===== config.mk =====
export PLATFORM = sky130hd
export DESIGN_NAME = sprite_unit
export DESIGN_NICKNAME = d
export VERILOG_FILES = /design/src/rtl/sprite_unit.sv
export SDC_FILE = /design/constraint.sdc
export NUM_CORES = 1
export LEC_CHECK = 0
export CAP_MARGIN = 20
export CORE_MARGIN = 5
export CORE_UTILIZATION = 25
export DETAILED_ROUTE_END_ITERATION = 7
export GPL_ROUTABILITY_DRIVEN = 0
export PLACE_DENSITY = 0.49
export SLEW_MARGIN = 20
export SYNTH_ARGS = -nofsm -noshare
export SYNTH_HDL_FRONTEND = slang
export SYNTH_SLANG_ARGS = --single-unit

===== constraint.sdc =====
create_clock -name clk -period 6.55 [get_ports clk]
set_input_delay 1.6375 -clock clk [delete_from_list [all_inputs] [get_ports clk]]
set_output_delay 1.6375 -clock clk [all_outputs]
set_load 0.05 [all_outputs]

===== src/rtl/sprite_unit.sv =====
// sprite_unit: 8x8 1-bit sprite with serially loaded bitmap and X/Y position.
// Serial updates land in staging registers and are copied to the active
// registers atomically at frame start, or as soon as the sprite load ends if
// the frame-start commit had to be deferred. The active registers drive a
// one-cycle-latency per-pixel renderer.
module sprite_unit #(
  parameter int                POS_W          = 10,
  parameter int                SCALE          = 2,
  parameter logic [63:0]       BITMAP_DEFAULT = 64'h0,
  parameter logic [POS_W-1:0]  X_DEFAULT      = {POS_W{1'b0}},
  parameter logic [POS_W-1:0]  Y_DEFAULT      = {POS_W{1'b0}}
) (
  input  logic             clk,
  input  logic             reset,
  input  logic             spi_sprite_shift,
  input  logic             spi_sprite_mode,
  input  logic             spi_mosi_sync,
  input  logic             shift_x,
  input  logic             shift_y,
  output logic             sprite_data,
  input  logic             frame_start,
  input  logic             pixel_en,
  input  logic [POS_W-1:0] pixel_x,
  input  logic [POS_W-1:0] pixel_y,
  output logic             sprite_pixel,
  output logic             sprite_pixel_valid,
  output logic             commit_pending
);

  // On-screen extent of the sprite along each axis, in pixels.
  localparam logic [POS_W:0] SPAN = (POS_W+1)'(8 << SCALE);

  // Bitmap bit for (row, col); row 0 / col 0 lives at bit 63.
  function automatic logic bitmap_bit(input logic [63:0] bm,
                                      input logic [2:0]  row,
                                      input logic [2:0]  col);
    logic [5:0] idx;
    idx = ~{row, col};
    return bm[idx];
  endfunction

  logic [63:0]      r_stage_bm;
  logic [63:0]      r_act_bm;
  logic [POS_W-1:0] r_stage_x;
  logic [POS_W-1:0] r_stage_y;
  logic [POS_W-1:0] r_act_x;
  logic [POS_W-1:0] r_act_y;
  logic             r_dirty;
  logic             r_pending;
  logic             r_pix;
  logic             r_pix_valid;

  logic             w_commit;
  logic             w_defer;
  logic             w_any_shift;
  logic [POS_W:0]   w_dx;
  logic [POS_W:0]   w_dy;
  logic             w_hit;
  logic             w_bit;

  assign sprite_data        = r_stage_bm[63];
  assign sprite_pixel       = r_pix;
  assign sprite_pixel_valid = r_pix_valid;
  assign commit_pending     = r_pending;

  // Commit decision: fire at frame start or on a pending commit once the load ends.
  always_comb begin
    w_commit    = 1'b0;
    w_defer     = 1'b0;
    w_any_shift = spi_sprite_shift | shift_x | shift_y;
    if (r_dirty && !spi_sprite_mode && (frame_start || r_pending)) begin
      w_commit = 1'b1;
    end else if (r_dirty && spi_sprite_mode && frame_start) begin
      w_defer = 1'b1;
    end else begin
      w_commit = 1'b0;
      w_defer  = 1'b0;
    end
  end

  // Sprite-relative coordinates and bitmap lookup; negative offsets wrap to
  // large unsigned values and therefore fail the span compare (clip, no wrap).
  always_comb begin
    w_dx  = {1'b0, pixel_x} - {1'b0, r_act_x};
    w_dy  = {1'b0, pixel_y} - {1'b0, r_act_y};
    w_hit = 1'b0;
    w_bit = 1'b0;
    if ((w_dx < SPAN) && (w_dy < SPAN)) begin
      w_hit = 1'b1;
      w_bit = bitmap_bit(r_act_bm, w_dy[SCALE+2:SCALE], w_dx[SCALE+2:SCALE]);
    end else begin
      w_hit = 1'b0;
      w_bit = 1'b0;
    end
  end

  // Staging shift registers, MSB first from the SPI data bit.
  always_ff @(posedge clk or posedge reset) begin
    if (reset) begin
      r_stage_bm <= BITMAP_DEFAULT;
      r_stage_x  <= X_DEFAULT;
      r_stage_y  <= Y_DEFAULT;
    end else begin
      if (spi_sprite_shift) begin
        r_stage_bm <= {r_stage_bm[62:0], spi_mosi_sync};
      end
      if (shift_x) begin
        r_stage_x <= {r_stage_x[POS_W-2:0], spi_mosi_sync};
      end
      if (shift_y) begin
        r_stage_y <= {r_stage_y[POS_W-2:0], spi_mosi_sync};
      end
    end
  end

  // Active registers take the pre-shift staging value on commit.
  always_ff @(posedge clk or posedge reset) begin
    if (reset) begin
      r_act_bm <= BITMAP_DEFAULT;
      r_act_x  <= X_DEFAULT;
      r_act_y  <= Y_DEFAULT;
    end else if (w_commit) begin
      r_act_bm <= r_stage_bm;
      r_act_x  <= r_stage_x;
      r_act_y  <= r_stage_y;
    end
  end

  // Dirty and pending flags; a shift coinciding with a commit re-dirties staging.
  always_ff @(posedge clk or posedge reset) begin
    if (reset) begin
      r_dirty   <= 1'b0;
      r_pending <= 1'b0;
    end else begin
      if (w_any_shift) begin
        r_dirty <= 1'b1;
      end else if (w_commit) begin
        r_dirty <= 1'b0;
      end
      if (w_commit) begin
        r_pending <= 1'b0;
      end else if (w_defer) begin
        r_pending <= 1'b1;
      end
    end
  end

  // Registered render output, one cycle after the pixel is presented.
  always_ff @(posedge clk or posedge reset) begin
    if (reset) begin
      r_pix       <= 1'b0;
      r_pix_valid <= 1'b0;
    end else begin
      r_pix       <= pixel_en & w_hit & w_bit;
      r_pix_valid <= pixel_en;
    end
  end

endmodule


# [After elaboration in Yosys (flattened, before gate mapping)]
# Cells that the tools add are included.
[classes] addsub=2 n_lt_le_gt_ge=3 n_mux=11 bitwise=5 n_reduce_logical=9
[ops] operator="< comparator 11 x 6 -> 1 bit (second input constant)" count=2
[ops] operator="subtractor 10 x 10 -> 11 bit" count=2
[ops] operator="two-way mux 1 bit" count=10
[ops] operator="< comparator 6 x 7 -> 1 bit (second input constant)" count=1
[ops] operator="binary-select mux 1 bit (select 6 bit)" count=1
[ops] operator="inverter 6 bit" count=1
[ops] operator="logical AND 1 bit" count=5
[ops] operator="nonzero test 2 bit" count=2
[ops] operator="AND 1 bit" count=2
[ops] operator="bitwise OR 1 bit" count=2
[ops] operator="logical NOT 1 bit" count=1
[ops] operator="logical OR 1 bit" count=1
[word_totals] ff_bits=172 inputBits=29 out_inout_bits=4 wordCells=40

# [Longest topological paths before layout]
[logic_depth] depth_word=6 mapped_depth=12 ltp_nobuf=10

# [Worst setup path before layout]
# No wires, ideal clock.
[synth_path] path_type="input to register" start="input pixel_x[2]" end="register r_pix, in the netlist sprite_pixel" setup_ps=96 arrival_time_ps=3795 t_required_ps=6454 setup_slack_ps=2659 stages=9 n_path_buf=0 cell_sequence="ha_1 a21oi_1 o21ai_2 a21oi_4 nor2_1 a2111o_1 a2111o_1 or3_1 nor4_2"
[synth_via] elab_chain_len=6 word_cells_on_any_way=10 cone_classes="add/sub (1); order compare (1); mux (4); bitwise (3); reduce/logical (1)"
[synth_rtl] element="start: declaration" line_no="23" source="input logic [POS_W-1:0] pixel_x,"
[synth_rtl] element="subtractor 10 x 10 -> 11 bit (*)" line_no="84" source="w_dx = {1'b0, pixel_x} - {1'b0, r_act_x};"
[synth_rtl] element="< comparator 11 x 6 -> 1 bit or inverter 6 bit (tied branches)" line_no="88, 38"
[synth_rtl] element="logical AND 1 bit or binary-select mux 1 bit (select 6 bit) (tied branches)" line_no="88, 39"
[synth_rtl] element="two-way mux 1 bit (on tied branches)" line_no="88, 39"
[synth_rtl] element="AND 1 bit or two-way mux 1 bit (tied branches)" line_no="154, 88"
[synth_rtl] element="AND 1 bit (*)" line_no="154" source="r_pix <= pixel_en & w_hit & w_bit;"
[synth_rtl] element="end signal: assignment" line_no="154"
[synth_rtl] element="end: declaration" line_no="50" source="logic r_pix;"
# Mark *: on every way between the ends. The rest lies on a longest branch, timed or not. The select of a mux whose other input is x is not followed.
# A chain may end at the register's enable or synchronous reset.

# [Worst setup path after layout]
# Ends and elaborated chain as after synthesis.

==> metrics.md <==
| Metric | Value |
|---|---|
| PD cells | 369 nW/µm² |
| CTS sink count | 172 |
| Layout Nets | 641 |
| Routed length per instance | 15.0 µm |
| Most frequent cell after synthesis | dfrtp_1 |
| Die width | 185 µm |
| Crit Path Max Fanout | 12 |
| Residual DRC | 0 |
| Post-Syn Instances | 560 |
| Post-CTS Repair Setup Buffers | 0 |
| Post-CTS Hold Fix Bufs | 0 |
| Mapped Nets | 607 |
| H-tree depth | 4 |
| Number of different library cells in the post-synthesis netlist | 49 |
| CP Launch Type | primary input |
| Ranking of synthesized cells by area | dfrtp_1, mux2_2, ha_1 |
| Final Slew Violations | 0 |
| Num ports | 33 |
| Port bufs | 32 |
| CTS tree | yes |
| Crit path time final | 4360 ps |
| Detailed-route via count | 4451 |
| WP data required | 6880 ps |
| Clock latency at the later pin of the worst-skew pair | 430 ps |
| CP Launch Point | pixel_x[2] |
| Synthesis-to-finish area growth | 18.0% |
| Largest net degree at the start of global routing | 83 |
| Worst-path clk slew | 70 ps |
| RSZ-0062 raised after global routing | no |
| Post-synth EDFFs | 0 |
| Startpoint of the worst hold path | r_act_bm[47]$_DFFE_PP0P_ |
| Async set or reset register ratio after synthesis | 1.00 |
| Post-cts resize count | 0 |
| Post-DP HPWL | 10.1 mm |
| # diodes | 0 |
| Worst IR Drop VDD | 172 µV |
| Top_reg_cell synth | dfrtp_1 |
| Status | complete, no violations |
| Via/cell ratio | 4.44 |
| Achievable frequency | 229 MHz |
| Arr. time, crit path | 4690 ps |
| Least-Margin Pin Slew | 906 ps |
| Post-Route WL | 15.1 mm |
| Sequential fraction of the synthesis area | 0.560 |
| Setup violators final | 0 |
| Yosys top cell area share | 0.560 |
| Post-Syn Area | 7680 µm² |
| Worst Setup Path Type | primary input to register |
| Setup_tns | 0 ps |
| First-pass GRT wire length | 25.3 mm |
| Synth warn | 0 |
| Vias in the first global route | 4723 |
| RR Startpoint | r_act_x[2]$_DFFE_PP0P_ |
| Fin cells | 1003 |
| Tcrit/Tclk final | 0.665 |
| Placed insts | 971 |
| Floorplan row count | 64 |
| Clock root cell | clkbuf_16 |
| Post-synth top area cell | dfrtp_1 |
| Slew HR | 0.395 |
| Number of synthesized register bits | 172 |
| Number of buffers created by CTS | 17 |
| Synth Area per Inst | 13.7 µm² |
| Hold Path Class | register to register |
| Commonest cells post-synth | dfrtp_1, mux2_2, nand2_1, o21ai_0, inv_1 |
| Total gr overflow | 0 |
| Die height | 185 µm |
| CP Capture Type | register |
| Number of max-cap violations | 0 |
| Initial Utilization | 0.252 |
| DR pass1 iterations | 4 |
| Die Area | 34300 µm² |
| Initial antenna violation count | 0 |
| Layout cell share with drive strength beyond 1 | 0.351 |
| Core ar. | 30400 µm² |
| Clk buf depth | 2 |
| Hold Violations, Final | 0 |
| Initial drt markers | 193 |
| GRT Total Usage | 0.0934 |
| Final clock skew | 10.4 ps |
| Leakage | 4.07 nW |
| Remaining antenna violation count | 0 |
==> registers in the layout, summed over array words and instances (netlist names) <==
signal,flops
r_act_bm,64
r_dirty,1
r_stage_y,10
r_act_x,10
sprite_pixel_valid,1
r_stage_x,10
r_act_y,10
sprite_pixel,1
commit_pending,1
r_stage_bm,64
==> stage by stage <==
stage | power, mW | hold slack [ps] | setup slack [ps] | instance area, µm² | utilization
after floorplan | 2.11 | 446 | 252 | 7680 | -
after global placement | 2.32 | 469 | 1830 | 8470 | 0.278
after detailed placement | 2.36 | 493 | 1710 | 8470 | 0.278
after CTS | 3.39 | 508 | 2150 | 9060 | 0.298
after global routing | 3.56 | 525 | 1940 | 9060 | 0.298
final | 3.34 | 503 | 2190 | 9060 | 0.298
==> worst paths after layout <==
check | to | slack, ps | cells past startpoint
max in group asynchronous | r_stage_bm[51]$_DFFE_PP0P_ | 3680 | 3
min | r_act_bm[47]$_DFFE_PP0P_ | 500 | 1
min in group asynchronous | r_stage_bm[16]$_DFFE_PP0P_ | 1740 | 2
min reg2reg | r_act_bm[47]$_DFFE_PP0P_ | 500 | 1
max reg2reg | sprite_pixel$_DFF_PP0_ | 3490 | 11
max | sprite_pixel$_DFF_PP0_ | 2190 | 11
==> kinds of logic after synthesis <==
| family | after synthesis | share of synthesized area |
|---|---|---|
| buffers and inverters | 44 | 0.0223 |
| and+or+nand+nor | 71 | 0.0448 |
| adders and majority gates | 18 | 0.0293 |
| AOI/OAI and AO/OA | 71 | 0.0617 |
| xor gates and xnor gates | 7 | 0.0114 |
| DFF | 172 | 0.560 |
| muxes | 177 | 0.270 |
==> cell type report <==
class	count	area (µm²)
Clock buffer	17	425
Clock inverter	15	171
Fill cell	3084	21400
Inverter	21	83.8
Multi-Input combinational cell	344	3220
Sequential cell	172	4300
Tap cell	396	495
Timing Repair Buffer	38	360
==> per-layer routing <==
layer  global-route usage  vias to the layer above  routed length [µm]
li1                     -                     2096                   -
met1                0.126                     2271                7230
met2                0.145                       66                7070
met3               0.0273                       18                 600
met4               0.0282                        0                 192
met5                    0                        -                   0
==> power breakdown <==
group	switching [mW]	internal, mW	total [mW]
logic	0.438	0.450	0.888
registers	0.141	1.29	1.43
clock network	0.472	0.547	1.02
total	1.05	2.29	3.34
==> critical path: stages <==
cell and delay (ps):
clkdlybuf4s50_1 430, ha_1 350, nand2_1 90, o21ai_2 240, xor2_2 540, buf_4 310
mux2i_1 90, mux4_2 450, mux2i_1 170, o22ai_1 130, nor4_2 240
==> layout by cell type, fill, tap and decap left out, types with 3 or more instances in the layout <==
master,synthesis,layout
a211oi_1,5,5
a21o_1,5,5
a21oi_1,8,8
a221oi_1,4,4
a31oi_1,3,3
buf_4,1,6
clkbuf_16,0,17
clkdlybuf4s50_1,0,31
clkinv_4,0,3
dfrtp_1,172,172
ha_1,18,18
inv_1,21,20
inv_6,0,4
inv_8,0,6
mux2_2,153,153
mux2i_1,15,15
mux4_2,9,9
nand2_1,28,28
nand2b_1,8,8
nor2_1,11,11
nor3_1,10,10
o21ai_0,27,27
o22ai_1,3,3
xnor2_1,4,4
Power figures use the tool's default switching activity.
